## config.mk

```make
export PLATFORM = sky130hd
export DESIGN_NAME = dds_sweep_ctrl_flat
export DESIGN_NICKNAME = d
export VERILOG_FILES = /design/src/rtl/dds_sweep_ctrl_if.sv /design/src/rtl/dds_sweep_ctrl.sv /design/src/flat_wrapper.sv
export SDC_FILE = /design/constraint.sdc
export NUM_CORES = 1
export LEC_CHECK = 0
export BUFFER_PORTS_ARGS = -buffer_cell sky130_fd_sc_hd__buf_4
export CAP_MARGIN = 10
export CORE_UTILIZATION = 40
export CTS_CLUSTER_DIAMETER = 40
export DETAILED_ROUTE_END_ITERATION = 10
export SYNTH_ARGS = -nofsm -noshare
export SYNTH_HDL_FRONTEND = slang
export SYNTH_SLANG_ARGS = --single-unit
export TNS_END_PERCENT = 10
```

## constraint.sdc

```tcl
create_clock -name clk -period 7.2 [get_ports clk]
set_input_delay 0.72 -clock clk [delete_from_list [all_inputs] [get_ports clk]]
set_output_delay 0.72 -clock clk [all_outputs]
set_load 0.01 [all_outputs]
```

## src/rtl/dds_sweep_ctrl_if.sv

```systemverilog
// Configuration bus from the MCU register bridge to dds_sweep_ctrl.
// A transfer occurs on a cycle where cfg_valid and cfg_ready are both high.
interface dds_sweep_ctrl_if #(
   parameter int FW_W    = 32,
   parameter int DWELL_W = 24,
   parameter int DIV_W   = 16
);
   logic               cfg_valid;
   logic               cfg_ready;
   logic [FW_W-1:0]    cfg_f_start;
   logic [FW_W-1:0]    cfg_f_stop;
   logic [FW_W-1:0]    cfg_f_step;
   logic [DWELL_W-1:0] cfg_dwell;
   logic [FW_W-1:0]    cfg_sym;
   logic [DIV_W-1:0]   cfg_div;
   logic [1:0]         cfg_mode;

   modport master (
      output cfg_valid, cfg_f_start, cfg_f_stop, cfg_f_step,
             cfg_dwell, cfg_sym, cfg_div, cfg_mode,
      input  cfg_ready
   );

   modport slave (
      input  cfg_valid, cfg_f_start, cfg_f_stop, cfg_f_step,
             cfg_dwell, cfg_sym, cfg_div, cfg_mode,
      output cfg_ready
   );
endinterface

```

## src/rtl/dds_sweep_ctrl.sv

```systemverilog
// Sweep sequencer for the dds core: owns freq_word, triangle_sym and the sample enable.
// Holds a fixed tone or runs single, repeating or up-down linear frequency sweeps.
module dds_sweep_ctrl #(
   parameter int FW_W    = 32,
   parameter int DWELL_W = 24,
   parameter int DIV_W   = 16
) (
   input  logic             clk,
   input  logic             rst_n,
   dds_sweep_ctrl_if.slave  cfg,
   input  logic             start,
   input  logic             abort,
   output logic             int_dff_en,
   output logic [FW_W-1:0]  freq_word,
   output logic [FW_W-1:0]  triangle_sym,
   output logic             busy,
   output logic             done,
   output logic             step_mark
);

   typedef enum logic [1:0] {
      S_IDLE  = 2'd0,
      S_DWELL = 2'd1,
      S_STEP  = 2'd2,
      S_DONE  = 2'd3
   } state_t;

   state_t             state_q, state_d;
   logic               dir_up_q, dir_up_d;
   logic [DIV_W-1:0]   cnt_q, cnt_d;
   logic [DIV_W-1:0]   div_q, div_d;
   logic               en_q, en_d;
   logic [DWELL_W-1:0] dwell_cnt_q, dwell_cnt_d;
   logic [FW_W-1:0]    f_start_q, f_start_d;
   logic [FW_W-1:0]    f_stop_q, f_stop_d;
   logic [FW_W-1:0]    f_step_q, f_step_d;
   logic [DWELL_W-1:0] dwell_q, dwell_d;
   logic [1:0]         mode_q, mode_d;
   logic [FW_W-1:0]    freq_word_q, freq_word_d;
   logic [FW_W-1:0]    sym_q, sym_d;
   logic               busy_q, busy_d;
   logic               ready_q, ready_d;
   logic               done_q, done_d;
   logic               step_mark_q, step_mark_d;

   logic               xfer_s;
   logic               end_point_s;
   logic [DWELL_W-1:0] dwell_eff_s;
   logic [FW_W:0]      sum_s;
   logic [FW_W:0]      diff_s;

   // Next-state logic for the divider, active configuration and sweep FSM.
   always_comb begin
      xfer_s      = cfg.cfg_valid & ready_q & (state_q == S_IDLE);
      dwell_eff_s = (dwell_q == '0) ? DWELL_W'(1) : dwell_q;
      sum_s       = {1'b0, freq_word_q} + {1'b0, f_step_q};
      diff_s      = {1'b0, freq_word_q} - {1'b0, f_step_q};
      end_point_s = 1'b0;

      state_d     = state_q;
      dir_up_d    = dir_up_q;
      dwell_cnt_d = dwell_cnt_q;
      freq_word_d = freq_word_q;
      step_mark_d = 1'b0;

      if (xfer_s) begin
         cnt_d       = '0;
         div_d       = cfg.cfg_div;
         f_start_d   = cfg.cfg_f_start;
         f_stop_d    = cfg.cfg_f_stop;
         f_step_d    = cfg.cfg_f_step;
         dwell_d     = cfg.cfg_dwell;
         mode_d      = cfg.cfg_mode;
         sym_d       = cfg.cfg_sym;
         freq_word_d = cfg.cfg_f_start;
      end else begin
         cnt_d     = (cnt_q == div_q) ? '0 : (cnt_q + DIV_W'(1));
         div_d     = div_q;
         f_start_d = f_start_q;
         f_stop_d  = f_stop_q;
         f_step_d  = f_step_q;
         dwell_d   = dwell_q;
         mode_d    = mode_q;
         sym_d     = sym_q;
      end
      // Looking at the next count lets the first enable land exactly div cycles after a transfer.
      en_d = (cnt_d == div_d);

      if (abort && (state_q != S_IDLE)) begin
         state_d = S_IDLE;
      end else begin
         case (state_q)
            S_IDLE: begin
               if (start && (mode_d != 2'd0)) begin
                  if ((f_step_d == '0) || (f_start_d > f_stop_d)) begin
                     state_d = S_DONE;
                  end else begin
                     freq_word_d = f_start_d;
                     dir_up_d    = 1'b1;
                     dwell_cnt_d = '0;
                     state_d     = S_DWELL;
                  end
               end else begin
                  state_d = S_IDLE;
               end
            end
            S_DWELL: begin
               if (en_q) begin
                  dwell_cnt_d = dwell_cnt_q + DWELL_W'(1);
                  if ((dwell_cnt_q + DWELL_W'(1)) >= dwell_eff_s) begin
                     state_d = S_STEP;
                  end else begin
                     state_d = S_DWELL;
                  end
               end else begin
                  state_d = S_DWELL;
               end
            end
            S_STEP: begin
               dwell_cnt_d = '0;
               state_d     = S_DWELL;
               // The extra MSB catches carry/borrow so a wrapped word is never emitted.
               if (dir_up_q) begin
                  if (sum_s <= {1'b0, f_stop_q}) begin
                     freq_word_d = sum_s[FW_W-1:0];
                     step_mark_d = 1'b1;
                  end else begin
                     end_point_s = 1'b1;
                  end
               end else begin
                  if (!diff_s[FW_W] && (diff_s[FW_W-1:0] >= f_start_q)) begin
                     freq_word_d = diff_s[FW_W-1:0];
                     step_mark_d = 1'b1;
                  end else begin
                     end_point_s = 1'b1;
                  end
               end
               if (end_point_s) begin
                  case (mode_q)
                     2'd2: begin
                        freq_word_d = f_start_q;
                        step_mark_d = 1'b1;
                     end
                     2'd3: begin
                        dir_up_d = ~dir_up_q;
                     end
                     default: begin
                        state_d = S_DONE;
                     end
                  endcase
               end else begin
                  end_point_s = 1'b0;
               end
            end
            S_DONE: begin
               state_d = S_IDLE;
            end
            default: begin
               state_d = S_IDLE;
            end
         endcase
      end

      busy_d  = (state_d != S_IDLE);
      ready_d = (state_d == S_IDLE);
      done_d  = (state_d == S_DONE);
   end

   // State and registered outputs.
   always_ff @(posedge clk or negedge rst_n) begin
      if (!rst_n) begin
         state_q     <= S_IDLE;
         dir_up_q    <= 1'b1;
         cnt_q       <= '0;
         div_q       <= '0;
         en_q        <= 1'b0;
         dwell_cnt_q <= '0;
         f_start_q   <= '0;
         f_stop_q    <= '0;
         f_step_q    <= '0;
         dwell_q     <= '0;
         mode_q      <= 2'd0;
         freq_word_q <= '0;
         sym_q       <= '0;
         busy_q      <= 1'b0;
         ready_q     <= 1'b1;
         done_q      <= 1'b0;
         step_mark_q <= 1'b0;
      end else begin
         state_q     <= state_d;
         dir_up_q    <= dir_up_d;
         cnt_q       <= cnt_d;
         div_q       <= div_d;
         en_q        <= en_d;
         dwell_cnt_q <= dwell_cnt_d;
         f_start_q   <= f_start_d;
         f_stop_q    <= f_stop_d;
         f_step_q    <= f_step_d;
         dwell_q     <= dwell_d;
         mode_q      <= mode_d;
         freq_word_q <= freq_word_d;
         sym_q       <= sym_d;
         busy_q      <= busy_d;
         ready_q     <= ready_d;
         done_q      <= done_d;
         step_mark_q <= step_mark_d;
      end
   end

   assign cfg.cfg_ready  = ready_q;
   assign int_dff_en     = en_q;
   assign freq_word      = freq_word_q;
   assign triangle_sym   = sym_q;
   assign busy           = busy_q;
   assign done           = done_q;
   assign step_mark      = step_mark_q;

endmodule
```

## src/flat_wrapper.sv

```systemverilog
// flat-port wrapper written by rule: the top's interface ports become plain ports
module dds_sweep_ctrl_flat 
#(
   parameter int FW_W    = 32,
   parameter int DWELL_W = 24,
   parameter int DIV_W   = 16
)
  (clk, rst_n, start, abort, int_dff_en, freq_word, triangle_sym, busy, done, step_mark, cfg_cfg_valid, cfg_cfg_f_start, cfg_cfg_f_stop, cfg_cfg_f_step, cfg_cfg_dwell, cfg_cfg_sym, cfg_cfg_div, cfg_cfg_mode, cfg_cfg_ready);
  dds_sweep_ctrl_if #(.FW_W(FW_W), .DWELL_W(DWELL_W), .DIV_W(DIV_W)) cfg_i ();
  input  logic clk;
  input  logic rst_n;
  input  logic start;
  input  logic abort;
  output logic int_dff_en;
  output logic [FW_W-1:0] freq_word;
  output logic [FW_W-1:0] triangle_sym;
  output logic busy;
  output logic done;
  output logic step_mark;
  input wire logic [$bits(cfg_i.cfg_valid)-1:0] cfg_cfg_valid;
  input wire logic [$bits(cfg_i.cfg_f_start)-1:0] cfg_cfg_f_start;
  input wire logic [$bits(cfg_i.cfg_f_stop)-1:0] cfg_cfg_f_stop;
  input wire logic [$bits(cfg_i.cfg_f_step)-1:0] cfg_cfg_f_step;
  input wire logic [$bits(cfg_i.cfg_dwell)-1:0] cfg_cfg_dwell;
  input wire logic [$bits(cfg_i.cfg_sym)-1:0] cfg_cfg_sym;
  input wire logic [$bits(cfg_i.cfg_div)-1:0] cfg_cfg_div;
  input wire logic [$bits(cfg_i.cfg_mode)-1:0] cfg_cfg_mode;
  output wire logic [$bits(cfg_i.cfg_ready)-1:0] cfg_cfg_ready;
  assign cfg_i.cfg_valid = cfg_cfg_valid;
  assign cfg_i.cfg_f_start = cfg_cfg_f_start;
  assign cfg_i.cfg_f_stop = cfg_cfg_f_stop;
  assign cfg_i.cfg_f_step = cfg_cfg_f_step;
  assign cfg_i.cfg_dwell = cfg_cfg_dwell;
  assign cfg_i.cfg_sym = cfg_cfg_sym;
  assign cfg_i.cfg_div = cfg_cfg_div;
  assign cfg_i.cfg_mode = cfg_cfg_mode;
  assign cfg_cfg_ready = cfg_i.cfg_ready;
  dds_sweep_ctrl #(.FW_W(FW_W), .DWELL_W(DWELL_W), .DIV_W(DIV_W)) u_core (.clk(clk), .rst_n(rst_n), .cfg(cfg_i), .start(start), .abort(abort), .int_dff_en(int_dff_en), .freq_word(freq_word), .triangle_sym(triangle_sym), .busy(busy), .done(done), .step_mark(step_mark));
endmodule
```

# Word level (Yosys, flattened, before mapping)

Cells that the tools add are included.

Add/subtract/negate cells: 4
$lt $le $gt $ge: 4
Equality and inequality tests: 13
Mux-type cells: 47
Bitwise logic cells: 4
Reduce and logical (&&, ||, !) cells: 17

Operators with widths:

| kind                                           | count |
|---|---|
| two-way mux 32 bit                             | 12 |
| two-way mux 24 bit                             | 4 |
| case mux 24 bit (3 select lines)               | 1 |
| case mux 32 bit (2 select lines)               | 1 |
| two-way mux 16 bit                             | 3 |
| adder 32 x 32 -> 33 bit                        | 1 |
| <= comparator 33 x 32 -> 1 bit                 | 1 |
| subtractor 32 x 32 -> 33 bit                   | 1 |
| equality test 16 bit                           | 2 |
| >= comparator 32 bit                           | 1 |
| > comparator 32 bit                            | 1 |
| zero test 32 bit                               | 1 |
| adder 24 x 1 -> 24 bit (second input constant) | 1 |
| >= comparator 24 bit                           | 1 |
| zero test 24 bit                               | 1 |
| adder 16 x 1 -> 16 bit (second input constant) | 1 |
| two-way mux 1 bit                              | 16 |
| two-way mux 2 bit                              | 8 |
| equality test 2 bit (second input constant)    | 5 |
| case mux 2 bit (4 select lines)                | 1 |
| nonzero test 2 bit                             | 4 |
| inequality test 2 bit (second input constant)  | 3 |
| AND reduction 6 bit                            | 1 |
| AND reduction 5 bit                            | 1 |
| 11 further kinds                               | 17 |

Output and inout bits: 69
Register bits: 250
Input bits: 175
Logic and storage cells: 106

# Logic depth before layout (Yosys ltp)

Depth after elaboration: 11
Depth in mapped cells: 24
Gate-level depth less buffers: 22

# Least setup slack after synthesis

No wires, ideal clock.

Kind: reg-to-reg
From: reg u_core.freq_word_q[0] (netlist: u_core.freq_word[0])
To: reg u_core.freq_word_q[21] (netlist: u_core.freq_word[21])
Path slack: 2159 ps
Cell stages (with the launch flop): 24
Required time: 7058 ps
Arrival: 4898 ps
Buffers on the path: 1
Library setup time: 142 ps
Period minus slack after synthesis: 5041 ps
Cell sequence: dfrtp_1 -> inv_1 -> ha_1 -> fa_1 -> nand2b_1 -> a211oi_1 -> o311ai_1 -> a2111oi_2 -> nor2_1 -> o21ai_0 -> a31oi_1 -> xnor2_1 -> ha_1 -> nand4_1 -> nor4_1 -> nand2_1 -> a311oi_1 -> o21ai_0 -> a311oi_4 -> or2_1 -> buf_4 -> a21oi_1 -> a221oi_2 -> o221ai_1

Longest elaborated chain between the ends: 10
Elaborated cells on any way between the ends: 18
Those cells by class: add/sub: 2; order compare: 2; mux: 12; reduce/logical: 2

RTL lines:

| element                                                        | line                  | source |
|---|---|---|
| from (decl)                                                    | dds_sweep_ctrl.sv:39  | `logic [FW_W-1:0] freq_word_q, freq_word_d;` |
| from (signal assigned)                                         | dds_sweep_ctrl.sv:201 | `freq_word_q <= freq_word_d;` |
| subtractor 32 x 32 -> 33 bit                                   | dds_sweep_ctrl.sv:57  | `diff_s = {1'b0, freq_word_q} - {1'b0, f_step_q};` |
| >= comparator 32 bit / zero test 1 bit (equally long branches) | dds_sweep_ctrl.sv:131 | `if (!diff_s[FW_W] && (diff_s[FW_W-1:0] >= f_start_q)) begin` |
| logical AND 1 bit                                              | dds_sweep_ctrl.sv:131 |  |
| two-way mux 1 bit                                              | dds_sweep_ctrl.sv:131 |  |
| two-way mux 1 bit                                              | dds_sweep_ctrl.sv:123 | `if (dir_up_q) begin` |
| two-way mux 1 bit                                              | dds_sweep_ctrl.sv:92  | `case (state_q)` |
| two-way mux 1 bit                                              | dds_sweep_ctrl.sv:89  | `if (abort && (state_q != S_IDLE)) begin` |
| two-way mux 32 bit (*)                                         | dds_sweep_ctrl.sv:138 | `if (end_point_s) begin` |
| case mux 32 bit (2 select lines) (*)                           | dds_sweep_ctrl.sv:92  |  |
| two-way mux 32 bit (*)                                         | dds_sweep_ctrl.sv:89  |  |
| net u_core.freq_word_d[21]                                     | dds_sweep_ctrl.sv:39  |  |

The timed path passes the listed nets; every way through them passes the cells marked *. The select of a mux whose other input is x is not followed.
A chain may end at the register's enable or synchronous reset.

# Worst setup path after layout

From: reg u_core.freq_word_q[0] (netlist: u_core.freq_word[0])
To: reg u_core.freq_word_q[11] (netlist: u_core.freq_word[11])

Same word-level chain as after synthesis.

==> flow_summary_export.csv <==
group,metric,value,unit
outcome,status,"complete, no violations",
layout,layout-area-overhead-vs-synth,23.0,%
setup_path,r2r-end,"u_core.freq_word[11]$_DFF_PN0_",
route,via_per_inst,5.64,
yosys,synth_flop_cell,"dfrtp_1",
clock_tree,numCtsBuffers,53,
grt,grt_pass1_wl,99500,µm
layout,final_nets,2792,
sta,fin_skew,0.0384,ns
sta,max-slew-margin-rel,0.219,
floorplan,die_x,217,µm
grt,grt_pass1_vias,17228,
floorplan,die_area,47000,µm²
layout,drive_above_1_share,0.158,
yosys,ys_top_cells_by_count,"328 x nand2_1, 248 x dfrtp_1, 208 x inv_1",
yosys,syn_nets,2584,
yosys,seq_area_frac_synth,0.339,
yosys,synth_area_leader_cell,"dfrtp_1",
clock_tree,postCtsHoldBufs,0,
sta,setup_violations,0,
setup_path,rrSetupSlack,0.51,ns
yosys,yosys_warnings,0,
clock_tree,cts.sinks,250,
floorplan,die_h,217,µm
floorplan,ios,244,
sta,final_max_slew_viol_count,0,
route,first_iter_violations,1565,
yosys,synth_edf_count,0,
worst_hold_path,hp-class,"input pin to asynchronous set/reset pin",
clock_tree,clockRootBuffer,"clkbuf_16",
clock_tree,cts_tree,"yes",
yosys,synth-seq-cells,250,
route,final_antenna_net_count,0,
route,drt_pass1_iterations,5,
floorplan,placementRows,78,
grt,grt_max_degree,136,
clock_tree,htreeDepth,2,
floorplan,start_util,0.406,
clock_tree,cts.clk_slew.worst_paths,0.05,ns
clock_tree,post-cts-setup-buffer-count,0,
setup_path,path_class,"flip-flop to flip-flop",
sta,period_needed,6.69,ns
place,io_buffers,243,
grt,antenna_found_initial,5,
yosys,synthDistinctLibCells,84,
route,wirelength,64600,µm
clock_tree,clk_latency,0.63,ns
place,dpl.hpwl,49000,µm
place,routabilityCongestion,0.947,
sta,tightest_slew,1.17,ns
setup_path,start_kind,"flip-flop",
setup_path,cp.required,7.63,ns
clock_tree,clockBufferDepth,3,
route,avgRoutedWirePerCell,21.0,µm
yosys,async_flop_share,1.00,
yosys,syn_avg_cell_area,8.30,µm²
sta,timing.fmax,0.150,GHz
yosys,synth_area_leaders,"dfrtp_1 34%, ha_1 13%, nand2_1 6.7%, o21ai_0 4.8%, a21oi_1 4.4%",
sta,fin_crit_sh,0.929,
floorplan,core_area,45400,µm²
sta,grt_setup_unrepaired,"false",
setup_path,crit_arrival,7.12,ns
route,vias,17336,
yosys,synth_cells,2221,
sta,fin_setup_tns,0,ns
grt,grt_usage,0.274,
yosys,synth.most_common_cell,"nand2_1",
route,remaining_drc_errors,0,
sta,hold_viol,0,
setup_path,r2r_cells,24,
setup_path,r2r_start,"u_core.freq_word[0]$_DFF_PN0_",
grt,grt.overflow.total,0,
yosys,synth_area,18400,µm²
yosys,yosysTopAreaCellShare,0.336,
run,maxCapViolations,0,
clock_tree,cts_resized,0,
setup_path,crit_path_end_kind,"flip-flop",
setup_path,path_max_fanout,15,
-- final cells by class --
class | count | area [µm²]
multi-input cells | 1651 | 11000
inverters | 210 | 788
fillers | 4370 | 22700
clock inverters | 33 | 454
clock buffers | 65 | 1460
well taps | 600 | 751
diodes | 2 | 5.00
repair buffers | 263 | 2010
flip-flops and latches | 250 | 6260
-- registers in the layout (all words and copies together) (netlist names), 16 cells and up --
register / flops
u_core.cnt_q: 16
u_core.f_step_q: 32
u_core.div_q: 16
u_core.f_start_q: 32
u_core.dwell_cnt_q: 24
u_core.f_stop_q: 32
u_core.freq_word: 32
u_core.dwell_q: 24
u_core.triangle_sym: 32
-- worst max-delay path, cell delays in order (launching register included) --
cell	delay (ns)
dfrtp_1	0.39
inv_1	0.06
ha_1	0.22
fa_1	0.42
nand2b_1	0.21
a211oi_1	0.40
o311ai_1	0.28
a2111oi_2	0.63
nor2_1	0.11
o21ai_0	0.33
a31oi_1	0.16
xnor2_1	0.20
ha_1	0.35
nand4_1	0.14
nor4_1	0.38
nand2_1	0.14
a311oi_1	0.24
o21ai_0	0.18
a311oi_4	0.25
buf_4	0.29
or2_1	0.31
buf_4	0.35
a311oi_1	0.09
a221oi_1	0.25
a21oi_1	0.12
-- cell usage in the layout, fill, tap and decap left out, types with 13 or more instances in the layout --
cell and n:
clkbuf_16 53, nand4_1 38, o21ai_0 176, inv_1 208
xnor2_1 67, o22ai_1 14, nor2b_1 13, nor2_1 124
nand3_1 45, mux2i_1 49, a221oi_1 32, a31oi_1 14
dfrtp_1 248, o21bai_1 19, a21oi_1 162, a21o_1 34
nand2b_1 19, nor3_1 16, o221ai_1 17, and3_1 15
xor2_1 53, nand2_1 328, o31ai_1 16, buf_4 260
and2_1 23, nor4_1 37, o211ai_1 23, ha_1 186
-- layer usage --
layer  global-route usage  routed length, µm  vias to the layer above
met5                    0                 18                        -
met4                0.113               2330                        4
met3               0.0661               4910                      130
met2                0.411              28100                      654
met1                0.377              29300                     8328
li1                     -                  -                     8220
-- worst max path at each step --
stage	slack [ns]	from	cells after the start	endpoint
5_1_grt	0.03	u_core.freq_word[0]$_DFF_PN0_	24	u_core.freq_word[11]$_DFF_PN0_
3_5_place_dp	0.61	u_core.freq_word[0]$_DFF_PN0_	24	u_core.freq_word[11]$_DFF_PN0_
6_report	0.51	u_core.freq_word[0]$_DFF_PN0_	24	u_core.freq_word[11]$_DFF_PN0_
4_1_cts	0.58	u_core.freq_word[0]$_DFF_PN0_	24	u_core.freq_word[11]$_DFF_PN0_
2_1_floorplan	2.16	u_core.freq_word[0]$_DFF_PN0_	23	u_core.freq_word[21]$_DFF_PN0_
3_3_place_gp	0.93	u_core.freq_word[0]$_DFF_PN0_	24	u_core.freq_word[11]$_DFF_PN0_
-- metrics by stage --
stage          utilization  setup slack [ns]  hold slack, ns  instances  cell area [µm²]
3_3_place_gp         0.458             0.926           0.459       2974            20800
6_report             0.500             0.513          0.0518       3074            22700
3_5_place_dp         0.458             0.608           0.468       2974            20800
5_1_grt              0.500            0.0319          0.0888       3074            22700
4_1_cts              0.500             0.577          0.0591       3072            22700
2_1_floorplan            -              2.16           0.424       2221            18400
-- cells by family after synthesis --
group | share of synthesized area
multiplexers | 0.0278
AO/OA/AOI/OAI | 0.206
buffers and inverters | 0.0676
AND/OR/NAND/NOR | 0.174
flip-flops | 0.339
XOR/XNOR | 0.0570
adder cells (fa/ha/maj) | 0.128
Power is not shown: default switching activity piles up to over one toggle a cycle in this logic, so the estimate is an artifact.
